<file path="config.mk">
export PLATFORM = sky130hd
export DESIGN_NAME = unidad_control
export DESIGN_NICKNAME = d
export VERILOG_FILES = /design/src/rtl/unidad_control.sv
export SDC_FILE = /design/constraint.sdc
export NUM_CORES = 1
export LEC_CHECK = 0
export BUFFER_PORTS_ARGS = -buffer_cell sky130_fd_sc_hd__buf_2
export CAP_MARGIN = 15
export CORE_UTILIZATION = 40
export CTS_CLUSTER_DIAMETER = 120
export DETAILED_ROUTE_END_ITERATION = 12
export PLACE_DENSITY = 0.68
export SLEW_MARGIN = 20
export SYNTH_ARGS = -nofsm -noshare
export SYNTH_HDL_FRONTEND = slang
export SYNTH_SLANG_ARGS = --single-unit
</file>
<file path="constraint.sdc">
create_clock -name clk -period 2.03 [get_ports clk]
set_input_delay 0.1015 -clock clk [delete_from_list [all_inputs] [get_ports clk]]
set_output_delay 0.1015 -clock clk [all_outputs]
set_load 0.01 [all_outputs]
</file>
<file path="src/rtl/unidad_control.sv">
// Hardwired two-phase (FETCH/EXEC) control unit: fetches 8-bit instructions from a
// combinational program ROM and decodes them into the datapath's 16-bit control word.
module unidad_control #(
  parameter int PC_W = 4,
  parameter int IW   = 8
) (
  input  logic            clk,
  input  logic            reset,
  input  logic            start,
  input  logic [IW-1:0]   instr,
  input  logic [3:0]      flags,
  output logic [PC_W-1:0] prog_addr,
  output logic [15:0]     control,
  output logic            halted,
  output logic [1:0]      state_o
);

  typedef enum logic [1:0] {
    S_IDLE  = 2'd0,
    S_FETCH = 2'd1,
    S_EXEC  = 2'd2,
    S_HALT  = 2'd3
  } state_t;

  localparam logic [3:0] OP_NOP  = 4'h0;
  localparam logic [3:0] OP_LOAD = 4'h1;
  localparam logic [3:0] OP_ADD  = 4'h2;
  localparam logic [3:0] OP_SUB  = 4'h3;
  localparam logic [3:0] OP_AND  = 4'h4;
  localparam logic [3:0] OP_OR   = 4'h5;
  localparam logic [3:0] OP_XOR  = 4'h6;
  localparam logic [3:0] OP_NOT  = 4'h7;
  localparam logic [3:0] OP_OUT  = 4'h8;
  localparam logic [3:0] OP_ADR  = 4'h9;
  localparam logic [3:0] OP_JMP  = 4'hA;
  localparam logic [3:0] OP_JZ   = 4'hB;
  localparam logic [3:0] OP_JC   = 4'hC;
  localparam logic [3:0] OP_HALT = 4'hF;

  state_t          state_q;
  logic [PC_W-1:0] pc_q;
  logic [IW-1:0]   ir_q;

  logic [3:0] opcode;
  logic [3:0] operand;
  logic [1:0] rd;
  logic [1:0] rs;
  logic       jump_d;
  logic [PC_W-1:0] jump_target_d;

  // Control word fields, assembled in decode.
  logic [3:0] alu_op_d;
  logic [1:0] src_a_d;
  logic [1:0] src_b_d;
  logic [1:0] dst_d;
  logic       reg_we_d;
  logic       sel_in_d;
  logic       flags_we_d;
  logic       out_we_d;
  logic       adr_we_d;

  // N and V are produced by the datapath but no branch here consumes them.
  logic unused_flags;
  assign unused_flags = ^flags[1:0];

  assign opcode        = ir_q[IW-1 -: 4];
  assign operand       = ir_q[3:0];
  assign rd            = operand[3:2];
  assign rs            = operand[1:0];
  assign jump_target_d = PC_W'(operand);

  always_comb begin
    jump_d = 1'b0;
    case (opcode)
      OP_JMP:  jump_d = 1'b1;
      OP_JZ:   jump_d = flags[3];
      OP_JC:   jump_d = flags[2];
      default: jump_d = 1'b0;
    endcase
  end

  always_comb begin
    alu_op_d   = 4'h0;
    src_a_d    = 2'b00;
    src_b_d    = 2'b00;
    dst_d      = 2'b00;
    reg_we_d   = 1'b0;
    sel_in_d   = 1'b0;
    flags_we_d = 1'b0;
    out_we_d   = 1'b0;
    adr_we_d   = 1'b0;
    if (state_q == S_EXEC) begin
      case (opcode)
        OP_LOAD: begin
          dst_d    = rd;
          reg_we_d = 1'b1;
          sel_in_d = 1'b1;
        end
        OP_ADD, OP_SUB, OP_AND, OP_OR, OP_XOR: begin
          alu_op_d   = opcode;
          src_a_d    = rd;
          src_b_d    = rs;
          dst_d      = rd;
          reg_we_d   = 1'b1;
          flags_we_d = 1'b1;
        end
        OP_NOT: begin
          alu_op_d   = OP_NOT;
          src_a_d    = rd;
          dst_d      = rd;
          reg_we_d   = 1'b1;
          flags_we_d = 1'b1;
        end
        OP_OUT: begin
          src_a_d  = rs;
          out_we_d = 1'b1;
        end
        OP_ADR: begin
          src_a_d  = rs;
          adr_we_d = 1'b1;
        end
        // NOP, jumps, 0xD/0xE and HALT drive an all-zero word.
        default: ;
      endcase
    end
  end

  // Combinational from state so an async reset silences the datapath instantly.
  assign control = {alu_op_d, src_a_d, src_b_d, dst_d, reg_we_d, sel_in_d,
                    flags_we_d, out_we_d, adr_we_d, 1'b0};

  always_ff @(posedge clk or posedge reset) begin
    if (reset) begin
      state_q <= S_IDLE;
      pc_q    <= '0;
      ir_q    <= '0;
    end else begin
      case (state_q)
        S_IDLE: begin
          if (start) state_q <= S_FETCH;
        end
        S_FETCH: begin
          ir_q    <= instr;
          pc_q    <= pc_q + PC_W'(1);
          state_q <= S_EXEC;
        end
        S_EXEC: begin
          if (jump_d) pc_q <= jump_target_d;
          state_q <= (opcode == OP_HALT) ? S_HALT : S_FETCH;
        end
        S_HALT: begin
          if (start) begin
            pc_q    <= '0;
            state_q <= S_FETCH;
          end
        end
        default: state_q <= S_IDLE;
      endcase
    end
  end

  assign prog_addr = pc_q;
  assign halted    = (state_q == S_HALT);
  assign state_o   = state_q;

endmodule

</file>
Yosys cells after proc, flatten, opt, wreduce, memory -nomap -nowiden
Index checks and enable logic that the tools add are counted.
- flip-flop bits (word level): 14
- input bits: 15
- output and inout bits: 23
- logic and storage cells: 56
- add/sub/neg operators: 1
- eq/ne operators: 19
- multiplexer cells: 25
- reductions and logical operators: 8
- operators with widths (kind ; count):
    $eq 4x4->1 const B ; 6
    $eq 4x3->1 const B ; 4
    $mux 2 ; 7
    $mux 4 ; 3
    $pmux 4 s3 ; 1
    $mux 1 ; 10
    $eq 4x2->1 const B ; 2
    $pmux 4 s2 ; 1
    $reduce_or 7->1 ; 1
    $pmux 2 s3 ; 1
    $reduce_or 6->1 ; 1
    $reduce_or 5->1 ; 1
    $add 4x1->4 const B ; 1
    $eq 2x2->1 const B ; 2
    $eq 4x1->1 const B ; 1
    $ne 2x2->1 const B ; 2
    $pmux 2 s2 ; 1
    $reduce_or 2->1 ; 2
    $pmux 1 s3 ; 1
    $reduce_and 3->1 ; 1
    $reduce_bool 3->1 ; 1
    $eq 2x1->1 const B ; 1
    $logic_not 2->1 ; 1
    $ne 2x1->1 const B ; 1

Longest topological paths before layout
Gate-level depths: netlist of the first run.
- depth in word-level cells: 4
- mapped depth: 7

Worst setup path after synthesis of the first run
OpenSTA, ideal clock, no wires.
- kind: register -> register
- start point: register ir_q[5]
- end point: register pc_q[3] (netlist: prog_addr[3])
- library setup time: 0.126 ns
- arrival: 1.537 ns
- data required time: 1.904 ns
- setup slack: 0.367 ns
- cell stages (with the launch flop): 5
- buffers on the path: 0
- period minus slack after synthesis: 1.663 ns
- cells stage by stage: dfrtp_1 > and4bb_4 > o31ai_4 > mux2_4 > a221o_1
- cells in the longest elaborated chain, start to end: 4
- elaborated cells between the ends (all ways): 6
- classes of those cells: 4 x eq/ne; 1 x mux; 1 x reduce/logical
- RTL lines (element ; line ; source):
    start, declared ; 42 ; logic [IW-1:0] ir_q;
    start signal, assigned ; 143 ; ir_q <= instr;
    $eq 4x4->1 ; 74 ; case (opcode)
    $pmux 1 s3 * ; 74 ;
    $ne 2x2->1 (no line) * ; n/a ;
    $reduce_and 3->1 (no line) * ; n/a ;
    end signal, assigned ; 144 ; pc_q <= pc_q + PC_W'(1);
    end signal, assigned ; 148 ; if (jump_d) pc_q <= jump_target_d;
    end, declared ; 41 ; logic [PC_W-1:0] pc_q;
Every way passes the cells marked *; elsewhere a longest branch is shown, timed or not.
A chain may end at the register's enable or synchronous reset.

Final worst setup path of the first run
- start point: register state_q[0] (netlist: state_o[0])
- end point: output port control[8]
- cells in the longest elaborated chain, start to end: 2
- RTL lines (element ; line ; source):
    start, declared ; 40 ; state_t state_q;
    start signal, assigned ; 149 ; state_q <= (opcode == OP_HALT) ? S_HALT : S_FETCH;
    $eq 2x2->1 ; 92 ; if (state_q == S_EXEC) begin
    $mux 2 ; 92 ;
    end, declared ; 13 ; output logic [15:0] control,
No other way between the ends.

==> impl_metrics.py, run 1 <==
metrics = {
    "logic_synthesis": {
        "ys_ff_latch": 14,
        "synth_edf_count": 0,
        "synthTopCellsByCount": "dfrtp_1 (14), nor2_1 (9), inv_1 (8), nand2_1 (8), buf_4 (7)",
        "netlist_instances": 104,
        "synth.most_common_cell": "dfrtp_1",
        "synthFlopType": "dfrtp_1",
        "synth_cell_types": 39,
        "synth_area_leaders": "dfrtp_1 (36%), ha_1 (6.4%), mux2_2 (5.8%)",
        "async_flop_share_pct": 100,
        "synth_top_area_share_pct": 36.0,
        "ys_seq_area_share_pct": 36.0,
        "synth.cell_area_um2": 973,
        "yosys.area.top_type": "dfrtp_1",
        "syn_avg_cell_area_um2": 9.36,
        "yosysWarnings": 0,
    },
    "worst_setup_path": {
        "required_ns": 1.93,
        "cp-end-kind": "output pin",
        "critPathMaxStageDelay_ns": 0.43,
        "path_buf_inv": 2,
        "path_max_fanout": 8,
        "path_delay_family": "simple AND/OR/NAND/NOR gates",
        "critPathSlowestCell": "dfrtp_1",
        "cp_cell_sequence": "inv_1 -> ha_1 -> nand2b_2 -> nor2_2 -> and3_1 -> buf_2",
        "arrival_ns": 1.74,
        "start_kind": "flop",
        "path_class": "flop to output pin",
    },
    "finish": {
        "regArea_um2": 350,
        "area_growth_pct": 20.6,
        "final_util_pct": 52.1,
        "fin_nets": 155,
        "fill_cells": 239,
        "antenna_cells": 0,
        "multi_input_area_um2": 532,
        "drive_above_1_share_pct": 38.8,
    },
    "floorplan": {
        "io_pins": 38,
        "die_area_mm2": 0.00263,
        "die_h_um": 51.3,
        "fp-row-count": 17,
        "initial_core_util_pct": 43.2,
        "core_mm2": 0.00225,
        "fp.dieW_um": 51.3,
    },
    "cts": {
        "clockRootBuffer": "clkbuf_4",
        "htree_levels": 1,
        "cts_sinks": 14,
        "cts_buffer_depth": 2,
        "post_cts_buffers": 0,
        "clk_pin_slew_ns": 0.10,
        "clk_latency_ns": 0.29,
        "cts_tree": "yes",
        "cts_buffers": 3,
    },
    "timing": {
        "fin_ws_ns": 0.184,
        "fmax_ghz": 0.542,
        "clock_skew_ns": 0.0162,
        "worst_slew_pin_slew_ns": 0.557,
        "rsz0062_at_grt": "false",
        "relSlewSlack_pct": 62.8,
        "fin_crit_sh_pct": 91.0,
        "hold_viol_final": 0,
        "slew_viol_final": 0,
        "holdWs_ns": 0.00916,
        "setup_tns_ns": 0,
        "finalCriticalPeriod_ns": 1.85,
        "setup_viol": 0,
    },
    "detailed_routing": {
        "avgViaCountPerCell": 5.11,
        "detail_route.first_pass.iterations": 5,
        "wl_per_cell_um": 12.8,
        "wl_um": 2080,
        "antenna_left": 0,
        "drt-initial-drc-count": 20,
        "vias": 828,
        "drc": 0,
    },
    "placed_design": {
        "routabilityCongestion": 0.734,
        "dp_slack_ns": 0.268,
        "dp_hpwl_um": 1640,
        "io_buffers": 33,
    },
    "global_routing": {
        "antenna_found_initial": 0,
        "gr-total-overflow": 0,
        "grt_usage_pct": 18.8,
        "grt_pass1_wl_um": 3580,
        "grt_max_degree": 15,
        "grt_pass1_vias": 796,
    },
    "job": {
        "cap_violations": 0,
    },
    "worst_hold_path": {
        "hp-class": "input port to flop",
    },
    "pwr": {
        "p_leak_nw": 0.606,
        "ir_worst_vdd_v": 0.000854,
        "power_density_mw_per_mm2": 1590,
    },
    "run_status": {
        "status": "finished clean",
    },
}
stage by stage:
step	cell area, um^2	instances	power (W)
global placement	1120	157	0.00161
floorplan	977	105	0.00137
finish	1170	162	0.00186
global route	1170	162	0.00204
detailed placement	1120	157	0.00165
CTS	1170	162	0.00187
worst reg2reg max path, delay by kind of cell, from the launching register on:
| kind | cells | cell delay [ns] |
|---|---|---|
| multiplexers | 1 | 0.33 |
| flip-flops | 1 | 0.48 |
| AND/OR/NAND/NOR | 1 | 0.28 |
| AO/OA/AOI/OAI | 2 | 0.59 |
state kept, by name, summed over array words and instances, names as in the netlist:
name and cells:
ir_q 8, prog_addr 4, state_o 2
path summary, 6_finish.rpt:
| check | start | to | slack (ns) | depth (start not counted) |
|---|---|---|---|---|
| hold / removal | instr[6] | ir_q[6] | 0.009 | 3 |
| setup reg to reg | ir_q[5] | prog_addr[3] | 0.25 | 4 |
| max in group asynchronous | reset | ir_q[1] | 1.26 | 3 |
| hold reg to reg | prog_addr[1] | prog_addr[1] | 0.57 | 1 |
| setup / recovery | state_o[0] | control[8] | 0.18 | 6 |
| min in group asynchronous | reset | ir_q[6] | 0.38 | 3 |
logic make-up (layout without fill, tap and decap cells):
logic type	Yosys count	after routing	share of synthesized area [%]
AOI/OAI and AO/OA	21	21	17.1
adders and majority gates	5	5	6.43
buffers and inverters	19	48	10.3
DFF	14	14	36.0
muxes	8	8	9.64
other	1	2	0.385
and+or+nand+nor	36	36	20.2
layout make-up:
cell class	count	share of cell area (%)
Tap cell	28	2.99
Multi-Input combinational cell	72	45.3
Clock buffer	4	3.09
Inverter	8	2.56
Sequential cell	14	29.9
Timing Repair Buffer	36	16.2
power breakdown:
group,leakage (nW),internal (W),total [W],switching [W]
Clock,0.0210,0.000109,0.000211,0.000102
Sequential,0.169,0.000421,0.000603,0.000182
Combinational,0.416,0.000507,0.00105,0.000542
routing by layer:
| metal | track usage (%) | vias up | wire [um] |
|---|---|---|---|
| met3 | 5.36 | 2 | 114 |
| met4 | 4.95 | 0 | 13 |
| met1 | 23.8 | 382 | 934 |
| met5 | 0 | - | 0 |
| li1 | - | 415 | - |
| met2 | 31.1 | 29 | 1010 |
cell usage in the layout, fill, tap and decap left out, types with 2 or more instances in the layout:
cell / netlist / final
buf_2: 1 / 33
dfrtp_1: 14 / 14
inv_1: 8 / 8
nand2_1: 8 / 8
nor2_1: 9 / 8
mux2_2: 5 / 5
ha_1: 5 / 5
o21ai_0: 4 / 4
nor3_1: 4 / 4
and3_1: 3 / 3
clkbuf_4: 0 / 3
a21o_1: 2 / 2
a211oi_1: 2 / 2
mux2_1: 2 / 2
and2_1: 2 / 2
a31oi_1: 2 / 2
nor2b_1: 2 / 2
nand3_1: 2 / 2
a21oi_1: 2 / 2
conb_1: 1 / 2
buf_4: 7 / 2
timing repair:
item                                    CTS  global route
hold buffers                              1             0
resized for setup                         0             2
endpoints found under the setup margin    0             3
endpoints found under the hold margin    14             0
No activity file was read; power rests on OpenSTA's default activity.
==> run 2, diff against run 1 <==
- CORE_MARGIN: unset -> 4
- SKIP_CTS_REPAIR_TIMING: unset -> 1
==> run 2 against run 1 <==
  * Via count grew 4.0%
  * Combinational power barely moved
  * Sequential share of layout area unchanged
  * Critical endpoint unchanged
==> impl_metrics.py, run 2 (synthesis results as in run 1) <==
metrics = {
    "floorplan": {
        "die_area_mm2": 0.00329,
        "core_mm2": 0.00225,
        "die_h_um": 57.3,
        "fp-row-count": 17,
        "io_pins": 38,
        "fp.dieW_um": 57.3,
        "initial_core_util_pct": 43.2,
    },
    "pwr": {
        "power_density_mw_per_mm2": 1590,
        "p_leak_nw": 0.604,
        "ir_worst_vdd_v": 0.000882,
    },
    "finish": {
        "largest_register_ffs": 8,
        "mostFrequentLayoutCells": "buf_2 (33), dfrtp_1 (14), inv_1 (8), nand2_1 (8), nor2_1 (8)",
        "top_register": "ir_q",
        "drive_above_1_share_pct": 38.8,
        "final_common_cell": "buf_2",
        "fin_nets": 155,
        "antenna_cells": 0,
        "area_growth_pct": 20.6,
    },
    "timing": {
        "relSlewSlack_pct": 62.7,
        "setup_viol": 0,
        "slew_viol_final": 0,
        "fin_ws_ns": 0.189,
        "fin_crit_sh_pct": 90.7,
        "worst_slew_pin_slew_ns": 0.559,
        "fmax_ghz": 0.543,
        "rsz0062_at_grt": "false",
        "clock_skew_ns": 0.00867,
        "hold_viol_final": 0,
        "finalCriticalPeriod_ns": 1.84,
        "setup_tns_ns": 0,
    },
    "detailed_routing": {
        "avgViaCountPerCell": 5.31,
        "drc": 0,
        "vias": 861,
        "detail_route.first_pass.iterations": 4,
        "wl_per_cell_um": 13.6,
        "drt-initial-drc-count": 19,
        "wl_um": 2200,
        "antenna_left": 0,
    },
    "global_routing": {
        "grt_pass1_wl_um": 3720,
        "antenna_found_initial": 0,
        "grt_pass1_vias": 792,
        "grt_max_degree": 15,
        "gr-total-overflow": 0,
        "grt_usage_pct": 14.4,
    },
    "worst_hold_path": {
        "min_to": "ir_q[3]",
        "hp-class": "input port to flop",
        "holdPathStages": 3,
        "hold_start": "instr[3]",
    },
    "cts": {
        "cts_sinks": 14,
        "cts_buffers": 3,
        "clockRootBuffer": "clkbuf_4",
        "htree_levels": 1,
        "cts_buffer_depth": 2,
        "clk_pin_slew_ns": 0.09,
        "cts_tree": "yes",
        "clk_latency_ns": 0.28,
    },
    "worst_setup_path": {
        "cp-startpoint": "state_o[0]",
        "critPathSlowestCell": "dfrtp_1",
        "arrival_ns": 1.74,
        "path_class": "flop to output pin",
        "required_ns": 1.93,
        "regToRegSetupSlack_ns": 0.24,
        "path_max_fanout": 7,
        "timing.rr.end": "prog_addr[3]",
        "cp_cell_sequence": "inv_1 -> ha_2 -> nand2b_1 -> nor2_2 -> and3_1 -> buf_2",
        "reg2reg_from": "ir_q[5]",
        "critPathMaxStageDelay_ns": 0.43,
        "r2r_cells": 4,
        "start_kind": "flop",
        "cp-end-kind": "output pin",
    },
    "placed_design": {
        "routabilityCongestion": 0.782,
        "io_buffers": 33,
        "dp_hpwl_um": 1740,
        "dp_slack_ns": 0.253,
    },
    "job": {
        "cap_violations": 0,
    },
    "run_status": {
        "status": "finished clean",
    },
}
## run 2: worst max-delay path by stage
stage / cells past startpoint / endpoint
floorplan: 4 / prog_addr[3]
global placement: 4 / prog_addr[3]
detailed placement: 4 / prog_addr[3]
CTS: 6 / control[8]
global route: 6 / control[8]
finish: 6 / control[8]
## run 2: final cells by class
cell class | count | area [um^2]
fill | 231 | 1080
inverter | 8 | 30.0
tap | 28 | 35.0
timing repair buffer | 36 | 190
multi-input combinational | 72 | 532
sequential | 14 | 350
clock buffer | 4 | 36.3
## run 2: per-layer routing
layer / part of all wire [%] / GRT usage, % / up-vias
li1: - / - / 418
met3: 5.3 / 3.17 / 4
met5: 0 / 0 / -
met2: 49 / 22.8 / 27
met4: 1.0 / 5.63 / 0
met1: 44 / 19.1 / 412
## run 2: stage by stage
step           power [W]  util (%)  cell area, um^2  hold WS, ns  std cells
6_report         0.00186      52.1             1170       0.0176        162
3_3_place_gp     0.00162      49.8             1120        0.186        157
5_1_grt          0.00204      52.1             1170       0.0199        162
4_1_cts          0.00187      51.4             1160       -0.124        161
2_1_floorplan    0.00137         -              977     -0.00928        105
3_5_place_dp     0.00166      49.8             1120        0.190        157
## run 2: critical path, delay by kind of cell (launching register included)
| kind | cells | cell delay (ns) |
|---|---|---|
| fa+ha+maj | 1 | 0.24 |
| buf+inv | 2 | 0.23 |
| flops | 1 | 0.43 |
| simple gates | 3 | 0.55 |
## run 2: power breakdown
part / total [W] / internal (W) / switching [W] / leakage (nW)
sequential: 0.000603 / 0.000421 / 0.000182 / 0.169
combinational: 0.00106 / 0.000505 / 0.000551 / 0.414
clock: 0.000203 / 0.000109 / 0.0000943 / 0.0210
